===== config.mk =====
export PLATFORM = sky130hd
export DESIGN_NAME = coherent_bus_ctrl
export DESIGN_NICKNAME = d
export VERILOG_FILES = /design/src/rtl/coherent_bus_ctrl.sv
export SDC_FILE = /design/constraint.sdc
export NUM_CORES = 2
export LEC_CHECK = 0
export BUFFER_PORTS_ARGS = -buffer_cell sky130_fd_sc_hd__buf_4
export CORE_AREA = 3 3 355 357
export CTS_CLUSTER_SIZE = 25
export DETAILED_ROUTE_END_ITERATION = 12
export DIE_AREA = 0 0 358 360
export MAX_ROUTING_LAYER = met4
export SYNTH_ARGS = -nofsm -noshare
export SYNTH_HDL_FRONTEND = slang
export SYNTH_SLANG_ARGS = --single-unit

===== constraint.sdc =====
create_clock -name CLK -period 25.7 [get_ports CLK]
set_input_delay 3.855 -clock CLK [delete_from_list [all_inputs] [get_ports CLK]]
set_output_delay 3.855 -clock CLK [all_outputs]
set_load 0.005 [all_outputs]

===== src/rtl/coherent_bus_ctrl.sv =====
// coherent_bus_ctrl
//   MESI snooping bus controller between CPUS private L1 data caches and a
//   shared word-wide L2. Serialises BusRd / BusRdX / BusInv / evict requests,
//   runs the snoop phase, cache-to-cache transfers, BLOCK_WORDS-beat L2
//   bursts and the writeback of a dirty supplier on a BusRd.
//
//   Configuration macro: RR_ARB_EN
//     defined   : round-robin arbitration within the winning request class
//     undefined : fixed priority, highest CPU index wins
//
//   Ports
//     CLK, RST           clock, asynchronous active-high reset
//     dREN/dWEN/ccwrite  per-CPU read-miss / evict / write-intent requests
//     daddr, dstore      per-CPU request address and block data
//     dload, dwait       block returned to requester, completion strobe (active low)
//     ccsnoopaddr        registered block-aligned snoop address per CPU
//     ccwait, ccinv      snoop / invalidate command to non-requesters
//     ccsnoopdone/hit    snoop lookup finished / snooper holds the block
//     ccdirty            snooper copy is Modified
//     ccexclusive        requester installs in E (with the dwait pulse)
//     l2REN/l2WEN        L2 read / write beat request
//     l2addr, l2store    registered L2 word address, L2 write data
//     l2load, l2ready    L2 read data, beat accepted / valid
//     abort_bus          abandon the current transaction
module coherent_bus_ctrl #(
    parameter int unsigned CPUS        = 4,
    parameter int unsigned BLOCK_WORDS = 2,
    parameter int unsigned ADDR_W      = 32
) (
    input  logic                            CLK,
    input  logic                            RST,
    input  logic [CPUS-1:0]                 dREN,
    input  logic [CPUS-1:0]                 dWEN,
    input  logic [CPUS-1:0]                 ccwrite,
    input  logic [CPUS*ADDR_W-1:0]          daddr,
    input  logic [CPUS*BLOCK_WORDS*32-1:0]  dstore,
    output logic [CPUS*BLOCK_WORDS*32-1:0]  dload,
    output logic [CPUS-1:0]                 dwait,
    output logic [CPUS*ADDR_W-1:0]          ccsnoopaddr,
    output logic [CPUS-1:0]                 ccwait,
    output logic [CPUS-1:0]                 ccinv,
    input  logic [CPUS-1:0]                 ccsnoopdone,
    input  logic [CPUS-1:0]                 ccsnoophit,
    input  logic [CPUS-1:0]                 ccdirty,
    output logic [CPUS-1:0]                 ccexclusive,
    output logic                            l2REN,
    output logic                            l2WEN,
    output logic [ADDR_W-1:0]               l2addr,
    output logic [31:0]                     l2store,
    input  logic [31:0]                     l2load,
    input  logic                            l2ready,
    input  logic                            abort_bus
);

    localparam int unsigned IDX_W  = $clog2(CPUS);
    localparam int unsigned BEAT_W = $clog2(BLOCK_WORDS) + 1;
    localparam int unsigned WIDX_W = (BLOCK_WORDS > 1) ? $clog2(BLOCK_WORDS) : 1;
    localparam int unsigned BLK_W  = BLOCK_WORDS * 32;
    localparam logic [ADDR_W-1:0] OFF_MASK = ADDR_W'(BLOCK_WORDS * 4 - 1);

    typedef logic [BLOCK_WORDS-1:0][31:0] block_t;

    typedef enum logic [3:0] {
        S_IDLE, S_GRANT, S_SNOOP, S_TRANSFER, S_READ_L2,
        S_WRITEBACK, S_WB_SUPPLIER, S_FILL, S_INVALIDATE
    } state_t;

    typedef enum logic [1:0] {OP_RD, OP_RDX, OP_INV, OP_EVICT} op_t;

    state_t              state_q, state_d;
    op_t                 op_q, op_d;
    logic [IDX_W-1:0]    req_q, req_d;
    logic [IDX_W-1:0]    sup_q, sup_d;
    logic [ADDR_W-1:0]   base_q, base_d;
    logic [BEAT_W-1:0]   beat_q, beat_d;
    logic                excl_q, excl_d;
    logic                sup_dirty_q, sup_dirty_d;
    logic                wb_first_q, wb_first_d;
    logic [ADDR_W-1:0]   l2addr_q, l2addr_d;
    block_t              dload_q [CPUS];
    block_t              dload_d [CPUS];
    logic [ADDR_W-1:0]   snoopaddr_q [CPUS];
    logic [ADDR_W-1:0]   snoopaddr_d [CPUS];
`ifdef RR_ARB_EN
    logic [IDX_W-1:0]    rr_ptr_q, rr_ptr_d;
    logic [IDX_W-1:0]    cand;
    logic                found;
`endif

    logic [ADDR_W-1:0]   daddr_a  [CPUS];
    block_t              dstore_a [CPUS];

    for (genvar c = 0; c < CPUS; c++) begin : g_port
        assign daddr_a[c]                       = daddr[c*ADDR_W +: ADDR_W];
        assign dstore_a[c]                      = dstore[c*BLK_W +: BLK_W];
        assign dload[c*BLK_W +: BLK_W]          = dload_q[c];
        assign ccsnoopaddr[c*ADDR_W +: ADDR_W]  = snoopaddr_q[c];
    end

    assign l2addr = l2addr_q;

    // Arbiter: class priority first, then one CPU inside the winning class.
    logic [CPUS-1:0]   cls_mask;
    op_t               cls_op;
    logic [IDX_W-1:0]  win_idx;
    logic [ADDR_W-1:0] win_base;

    always_comb begin
        cls_mask = '0;
        cls_op   = OP_RD;
        win_idx  = '0;
        if (|dWEN) begin
            cls_mask = dWEN;
            cls_op   = OP_EVICT;
        end else if (|(dREN & ccwrite)) begin
            cls_mask = dREN & ccwrite;
            cls_op   = OP_RDX;
        end else if (|dREN) begin
            cls_mask = dREN;
            cls_op   = OP_RD;
        end else if (|ccwrite) begin
            cls_mask = ccwrite;
            cls_op   = OP_INV;
        end
`ifdef RR_ARB_EN
        found = 1'b0;
        cand  = '0;
        for (int unsigned k = 0; k < CPUS; k++) begin
            cand = rr_ptr_q + IDX_W'(k);  // wraps modulo CPUS
            if (!found && cls_mask[cand]) begin
                win_idx = cand;
                found   = 1'b1;
            end
        end
`else
        for (int unsigned i = 0; i < CPUS; i++) begin
            if (cls_mask[i]) win_idx = IDX_W'(i);
        end
`endif
        win_base = daddr_a[win_idx] & ~OFF_MASK;
    end

    // Snoop response decode over non-requesters only.
    logic [CPUS-1:0]  nr_mask;
    logic [CPUS-1:0]  hits;
    logic             all_done;
    logic [IDX_W-1:0] hit_idx;
    logic [WIDX_W-1:0] beat_idx;

    always_comb begin
        nr_mask  = ~(CPUS'(1) << req_q);
        hits     = ccsnoophit & nr_mask;
        all_done = &(ccsnoopdone | ~nr_mask);
        beat_idx = WIDX_W'(beat_q);
        hit_idx  = '0;
        for (int unsigned i = 0; i < CPUS; i++) begin
            if (hits[CPUS-1-i]) hit_idx = IDX_W'(CPUS - 1 - i);  // lowest index wins
        end
    end

    always_comb begin
        state_d     = state_q;
        op_d        = op_q;
        req_d       = req_q;
        sup_d       = sup_q;
        base_d      = base_q;
        beat_d      = beat_q;
        excl_d      = excl_q;
        sup_dirty_d = sup_dirty_q;
        wb_first_d  = 1'b0;
        l2addr_d    = l2addr_q;
        dload_d     = dload_q;
        snoopaddr_d = snoopaddr_q;
`ifdef RR_ARB_EN
        rr_ptr_d    = rr_ptr_q;
`endif
        dwait       = '1;
        ccwait      = '0;
        ccinv       = '0;
        ccexclusive = '0;
        l2REN       = 1'b0;
        l2WEN       = 1'b0;
        l2store     = '0;

        if (abort_bus) begin
            state_d = S_IDLE;
            beat_d  = '0;
        end else begin
            unique case (state_q)
                S_IDLE: begin
                    if (|cls_mask) begin
                        state_d = S_GRANT;
                        op_d    = cls_op;
                        req_d   = win_idx;
                        base_d  = win_base;
                        for (int unsigned i = 0; i < CPUS; i++) begin
                            if (IDX_W'(i) != win_idx) snoopaddr_d[i] = win_base;
                        end
`ifdef RR_ARB_EN
                        rr_ptr_d = win_idx + IDX_W'(1);
`endif
                    end
                end
                S_GRANT: begin
                    if (op_q == OP_EVICT) begin
                        // Data is taken from dstore during WRITEBACK, so the
                        // requester is released as soon as the bus is owned.
                        dwait[req_q] = 1'b0;
                        state_d      = S_WRITEBACK;
                        beat_d       = '0;
                    end else begin
                        state_d = S_SNOOP;
                    end
                end
                S_SNOOP: begin
                    ccwait = nr_mask;
                    if (op_q == OP_RDX || op_q == OP_INV) ccinv = nr_mask;
                    if (all_done) begin
                        if (op_q == OP_INV) begin
                            excl_d  = 1'b0;
                            state_d = S_INVALIDATE;
                        end else begin
                            excl_d = ~|hits;
                            if (|hits) begin
                                sup_d       = hit_idx;
                                sup_dirty_d = ccdirty[hit_idx];
                                state_d     = S_TRANSFER;
                            end else begin
                                beat_d  = '0;
                                state_d = S_READ_L2;
                            end
                        end
                    end
                end
                S_TRANSFER: begin
                    dload_d[req_q] = dstore_a[sup_q];
                    if (sup_dirty_q && op_q == OP_RD) begin
                        beat_d     = '0;
                        wb_first_d = 1'b1;
                        state_d    = S_WB_SUPPLIER;
                    end else begin
                        state_d = S_FILL;
                    end
                end
                S_READ_L2: begin
                    l2REN = 1'b1;
                    if (l2ready) begin
                        dload_d[req_q][beat_idx] = l2load;
                        if (beat_q == BEAT_W'(BLOCK_WORDS - 1)) begin
                            beat_d  = '0;
                            state_d = S_FILL;
                        end else begin
                            beat_d = beat_q + BEAT_W'(1);
                        end
                    end
                end
                S_WRITEBACK, S_WB_SUPPLIER: begin
                    l2WEN = 1'b1;
                    // A dirty supplier's block was already copied into the
                    // requester's dload, so it is written back from there.
                    if (state_q == S_WRITEBACK) l2store = dstore_a[req_q][beat_idx];
                    else                        l2store = dload_q[req_q][beat_idx];
                    if (state_q == S_WB_SUPPLIER && wb_first_q) begin
                        dwait[req_q]       = 1'b0;
                        ccexclusive[req_q] = excl_q;
                    end
                    if (l2ready) begin
                        if (beat_q == BEAT_W'(BLOCK_WORDS - 1)) begin
                            beat_d  = '0;
                            state_d = S_IDLE;
                        end else begin
                            beat_d = beat_q + BEAT_W'(1);
                        end
                    end
                end
                S_FILL, S_INVALIDATE: begin
                    dwait[req_q]       = 1'b0;
                    ccexclusive[req_q] = excl_q;
                    state_d            = S_IDLE;
                end
                default: state_d = S_IDLE;
            endcase
        end

        // l2addr is registered, so it is computed from the next beat.
        if (state_d == S_READ_L2 || state_d == S_WRITEBACK || state_d == S_WB_SUPPLIER) begin
            l2addr_d = base_d + (ADDR_W'(beat_d) << 2);
        end
    end

    always_ff @(posedge CLK or posedge RST) begin
        if (RST) begin
            state_q     <= S_IDLE;
            op_q        <= OP_RD;
            req_q       <= '0;
            sup_q       <= '0;
            base_q      <= '0;
            beat_q      <= '0;
            excl_q      <= 1'b0;
            sup_dirty_q <= 1'b0;
            wb_first_q  <= 1'b0;
            l2addr_q    <= '0;
            dload_q     <= '{default: '0};
            snoopaddr_q <= '{default: '0};
`ifdef RR_ARB_EN
            rr_ptr_q    <= '0;
`endif
        end else begin
            state_q     <= state_d;
            op_q        <= op_d;
            req_q       <= req_d;
            sup_q       <= sup_d;
            base_q      <= base_d;
            beat_q      <= beat_d;
            excl_q      <= excl_d;
            sup_dirty_q <= sup_dirty_d;
            wb_first_q  <= wb_first_d;
            l2addr_q    <= l2addr_d;
            dload_q     <= dload_d;
            snoopaddr_q <= snoopaddr_d;
`ifdef RR_ARB_EN
            rr_ptr_q    <= rr_ptr_d;
`endif
        end
    end

endmodule

# Word-level counts from Yosys, hierarchy flattened

Cells that the tools add are included.

Bitwise logic cells: 12
Reductions and logical operators: 31
$lt $le $gt $ge: 9
$add $sub $neg: 2
Eq/ne operators: 19
Shift operators: 1
Muxes and demuxes: 92

Operator list:

| kind                                                 | count |
|---|---|
| bitwise mux 256 bit                                  | 2 |
| two-way mux 64 bit                                   | 8 |
| case mux 256 bit (2 select lines)                    | 1 |
| two-way mux 32 bit                                   | 13 |
| binary-select mux 64 bit (select 2 bit)              | 3 |
| demux 64 bit (select 2 bit)                          | 2 |
| two-way mux 256 bit                                  | 1 |
| two-way mux 4 bit                                    | 22 |
| binary-select mux 32 bit (select 2 bit)              | 1 |
| two-way mux 2 bit                                    | 18 |
| adder 32 x 4 -> 32 bit                               | 1 |
| demux 32 bit (select 1 bit)                          | 1 |
| equality test 4 x 3 -> 1 bit (second input constant) | 7 |
| case mux 4 bit (6 select lines)                      | 1 |
| OR reduction 4 bit                                   | 6 |
| AND reduction 4 bit                                  | 5 |
| AND 4 bit                                            | 3 |
| two-way mux 1 bit                                    | 12 |
| NOT 4 bit                                            | 3 |
| case mux 4 bit (3 select lines)                      | 1 |
| >= comparator 3 bit (second input constant)          | 3 |
| NOT 2 -> 3 bit                                       | 3 |
| equality test 4 x 2 -> 1 bit (second input constant) | 2 |
| case mux 2 bit (4 select lines)                      | 1 |
| 31 further kinds                                     | 46 |

Output and inout port bits: 466
Register bits after elaboration: 451
Word-level logic and storage cells: 188

# Depth between registers and ports, before layout

Depth in word-level cells: 16
Depth in mapped cells: 19
Depth with buffers taken out: 16

# Worst setup path before layout

No wires, ideal clock.

Path kind: input port to output port
Start point: in dstore[224]
End point: out l2store[0]
Cell stages on the path: 3
Path slack: 16932 ps
Data arrival time: 4913 ps
Cells stage by stage: mux4_2 -> mux4_2 -> and2_1

Word-level cells in the longest chain between the ends: 8

RTL lines:

| element                                               | RTL line | text |
|---|---|---|
| from (decl)                                           | 36       | `input logic [CPUS*BLOCK_WORDS*32-1:0] dstore,` |
| binary-select mux 64 bit (select 2 bit)               | 261      | `if (state_q == S_WRITEBACK) l2store = dstore_a[req_q][beat_idx];` |
| two-way mux 64 bit (not written as such) (2 in a row) | 261      |  |
| two-way mux 32 bit (not written as such) (2 in a row) | 261      |  |
| two-way mux 32 bit                                    | 261      |  |
| two-way mux 32 bit                                    | 189      | `unique case (state_q)` |
| two-way mux 32 bit                                    | 185      | `if (abort_bus) begin` |
| to (decl)                                             | 49       | `output logic [31:0] l2store,` |

No other way between the ends. The select of a mux whose other input is x is not followed.

# Worst setup path in the final report

Start point: in abort_bus
End point: out l2store[13]

Word-level cells in the longest chain between the ends: 1

RTL lines:

| element            | RTL line | text |
|---|---|---|
| from (decl)        | 52       | `input logic abort_bus` |
| two-way mux 32 bit | 185      |  |

No other way between the ends.

==> impl_results.md <==
* Outcome: completed
* Internal power at about 2.4 mW
* Clock net sink count at 451
* Placed wire-length estimate at around 110000 um
* Final net count at roughly 3800
* Final hold slack at ~0.48 ns
* Max-slew violations at 0
* Hold-fix buffer count after cts at 0
* Total power at between 4 and 5 mW
* Synth warnings at 0
* Count of different cell masters after synthesis at 90
* Post-synth top area share at 0.4204
* Clock-pin slew on the worst setup and hold paths at 0.06 ns
* Synth Cell Area at 26850 um^2
* Crit path required time at 21.84 ns
* CTS Buf Count at 58
* Gr usage total at 0.2308
* CP Max Fanout at 33
* Initial drt markers at between 3000 and 4000
* Asr flop ratio synth at 1.000
* Yosys reg bits at roughly 450
* Initial DRT Pass Iterations at 8
* DIE WIDTH at 358 um
* Worst-case clock buffer depth at 3
* Gpl congestion at 0.9731
* LEAKAGE at between 15 and 20 nW
* Remaining antenna violation count after routing at 0
* Top cells by area, synth: dfrtp_1, mux4_2, a22oi_1, o21ai_0, nand2_1
* Clock power share at 0.206
* CTS-repair resized insts at 0
* Largest net degree at the start of global routing at ~150
* Clock Skews at between 0.03 and 0.04 ns
* Worst-margin pin slew at 1.220 ns
* Unrepaired setup endpoints after global routing: false
* Die ar. at approximately 130000 um^2
* Synth Instances at ~2600
* Initial antenna violation count at 49
* Routed WL at between 150000 and 200000 um
* Max_cap viols at 0
* Non-filler cells, final at between 5000 and 6000
* Area leader, netlist: dfrtp_1
* Setup Total Neg Slack at 0 ns
* PD cells at about 110 nW/um^2
* Layout cells sized above 1 at 0.4113
* GR Overflow Total at 0
* CP arrival at 5.61 ns
* Starting Density at 0.2177
* Slew headroom at 0.1860
* Type of origin of the critical path: input port
* Final period util at 0.3684
* # fillers at around 13000
* FP Rows at between 100 and 150
* Vias in the first global route at 26210
* I/O pins at a little over 900
* CTS tree: done
* DR DRC count at 0
* Synth-to-layout area growth at 38.16%
* Inst Count DP at 4878
* Comb pwr share at 0.477
* Final setup viols at 0
* CTS root buf: clkbuf_16
* DR WL/cell at around 30 um
* VDD IR max at 0.06493 mV
* Routed vias at roughly 27000
* Part of the power in registers at 0.316
* Mapped Avg Cell Area at between 10 and 15 um^2
* Clock latency on the worst-skew pair at ~0.66 ns
* Psw at 1.651 mW
* Sw frac at 0.4083
* Kind of critical path: input port to primary output
* Htree depth at 2
* Die Y at around 360 um
* Vias per cell at about 5.3
* Post-CTS Setup Inserts at 0
* Post-synthesis sequential area ratio at 0.4204
* Port Buffers at slightly below 900
* First-pass GRT wire length at 207300 um
* Most frequent cells in the layout: buf_4, dfrtp_1, nand2_1
* CORE AREA at ~120000 um^2
* Top_reg_cell synth: dfrtp_1
* Minimum clock period at ~9.5 ns
* Hold Violations, Final at 0
* EDFF count, synth at 0
* Maximum clock frequency at 105.6 MHz
* Endpoint class of the critical path: primary output
* Most common cell after layout, fill and taps aside: buf_4
* Hold Path Class: flip-flop to flip-flop
[stage by stage]
step / util / cell area (um^2) / setup WS (ns)
after global routing: 0.3007 / 37080 / 16.17
after global placement: 0.2844 / 35070 / 16.18
final: 0.3008 / 37090 / 16.23
after CTS: 0.3000 / 37000 / 16.19
after floorplan: - / 26890 / 9.275
after detailed placement: 0.2844 / 35070 / 16.18
[worst max-delay path: stages]
cell,delay [ns]
buf_4,0.16
or3_1,0.45
inv_2,0.65
and2_1,0.33
buf_4,0.15
[cells by family (layout without fill, tap and decap cells)]
family,count (synthesis),count (layout),synth area share
AO/OA/AOI/OAI,801,801,0.1916
AND/OR/NAND/NOR,714,714,0.1236
flip-flops,451,451,0.4204
buffers and inverters,304,1077,0.04810
multiplexers,270,270,0.2070
XOR/XNOR,19,19,0.006199
adder cells (fa/ha/maj),6,6,0.003076
other,1,49,0.0001397
[metal layers]
| metal | up-vias | wire [um] | global-route usage |
|---|---|---|---|
| li1 | 11090 | - | - |
| met1 | 13300 | 54990 | 0.2660 |
| met2 | 1793 | 71490 | 0.3667 |
| met3 | 347 | 16040 | 0.06713 |
| met4 | 0 | 7843 | 0.1124 |
| met5 | - | 0 | - |
[synth_stat cells (8+ instances only)]
cell type,instances
a22oi_1,264
a31oi_1,15
dfrtp_1,451
nand2_1,419
and2_1,80
nor3b_1,10
o21ai_0,366
a21o_1,11
o31ai_1,12
buf_2,12
nand2b_1,12
mux4_2,224
nor2_1,82
nand4_1,10
or3_1,20
o21a_1,10
nor3_1,19
inv_1,26
mux2_2,41
o21ai_1,9
clkbuf_1,208
xnor2_1,15
buf_4,22
buf_1,29
nor4_1,8
a21oi_1,35
[registers in the layout, summed over array words and instances (netlist names)]
register and flops:
req_q 2, dload 256, l2addr 32, base_q 32, op_q 2, beat_q 2, sup_q 2, wb_first_q 1
state_q 4, excl_q 1, ccsnoopaddr 116, sup_dirty_q 1
[worst paths after layout]
path,startpoint,endpoint,slack (ns),cells past startpoint
worst max-delay path,abort_bus,l2store[13],16.23,5
worst min-delay path,base_q[0],base_q[0],0.48,1
worst max register to register,req_q[0],l2addr[31],21.07,14
worst min register to register,base_q[0],base_q[0],0.48,1
max in group asynchronous,RST,dload[163],19.87,4
min in group asynchronous,RST,dload[118],3.34,2
[power groups by stage]
stage / logic (mW) / registers, mW / clock network, mW
finish: 1.93 / 1.28 / 0.835
floorplan: 0.960 / 1.20 / 0
global placement: 1.92 / 1.27 / 0
global route: 2.07 / 1.31 / 0.877
detailed placement: 1.93 / 1.28 / 0
CTS: 1.94 / 1.27 / 0.851
[final cells by class]
cell class,count,area (um^2),share of cell area
Inverter,26,105.1,0.002834
Multi-Input combinational cell,1822,14520,0.3914
Sequential cell,451,11300,0.3048
Clock inverter,23,237.7,0.006410
Antenna cell,37,92.59,0.002496
Timing Repair Buffer,942,7097,0.1913
Clock buffer,86,1687,0.04547
Tap cell,1637,2048,0.05522
(Power assumes the default switching activity.)
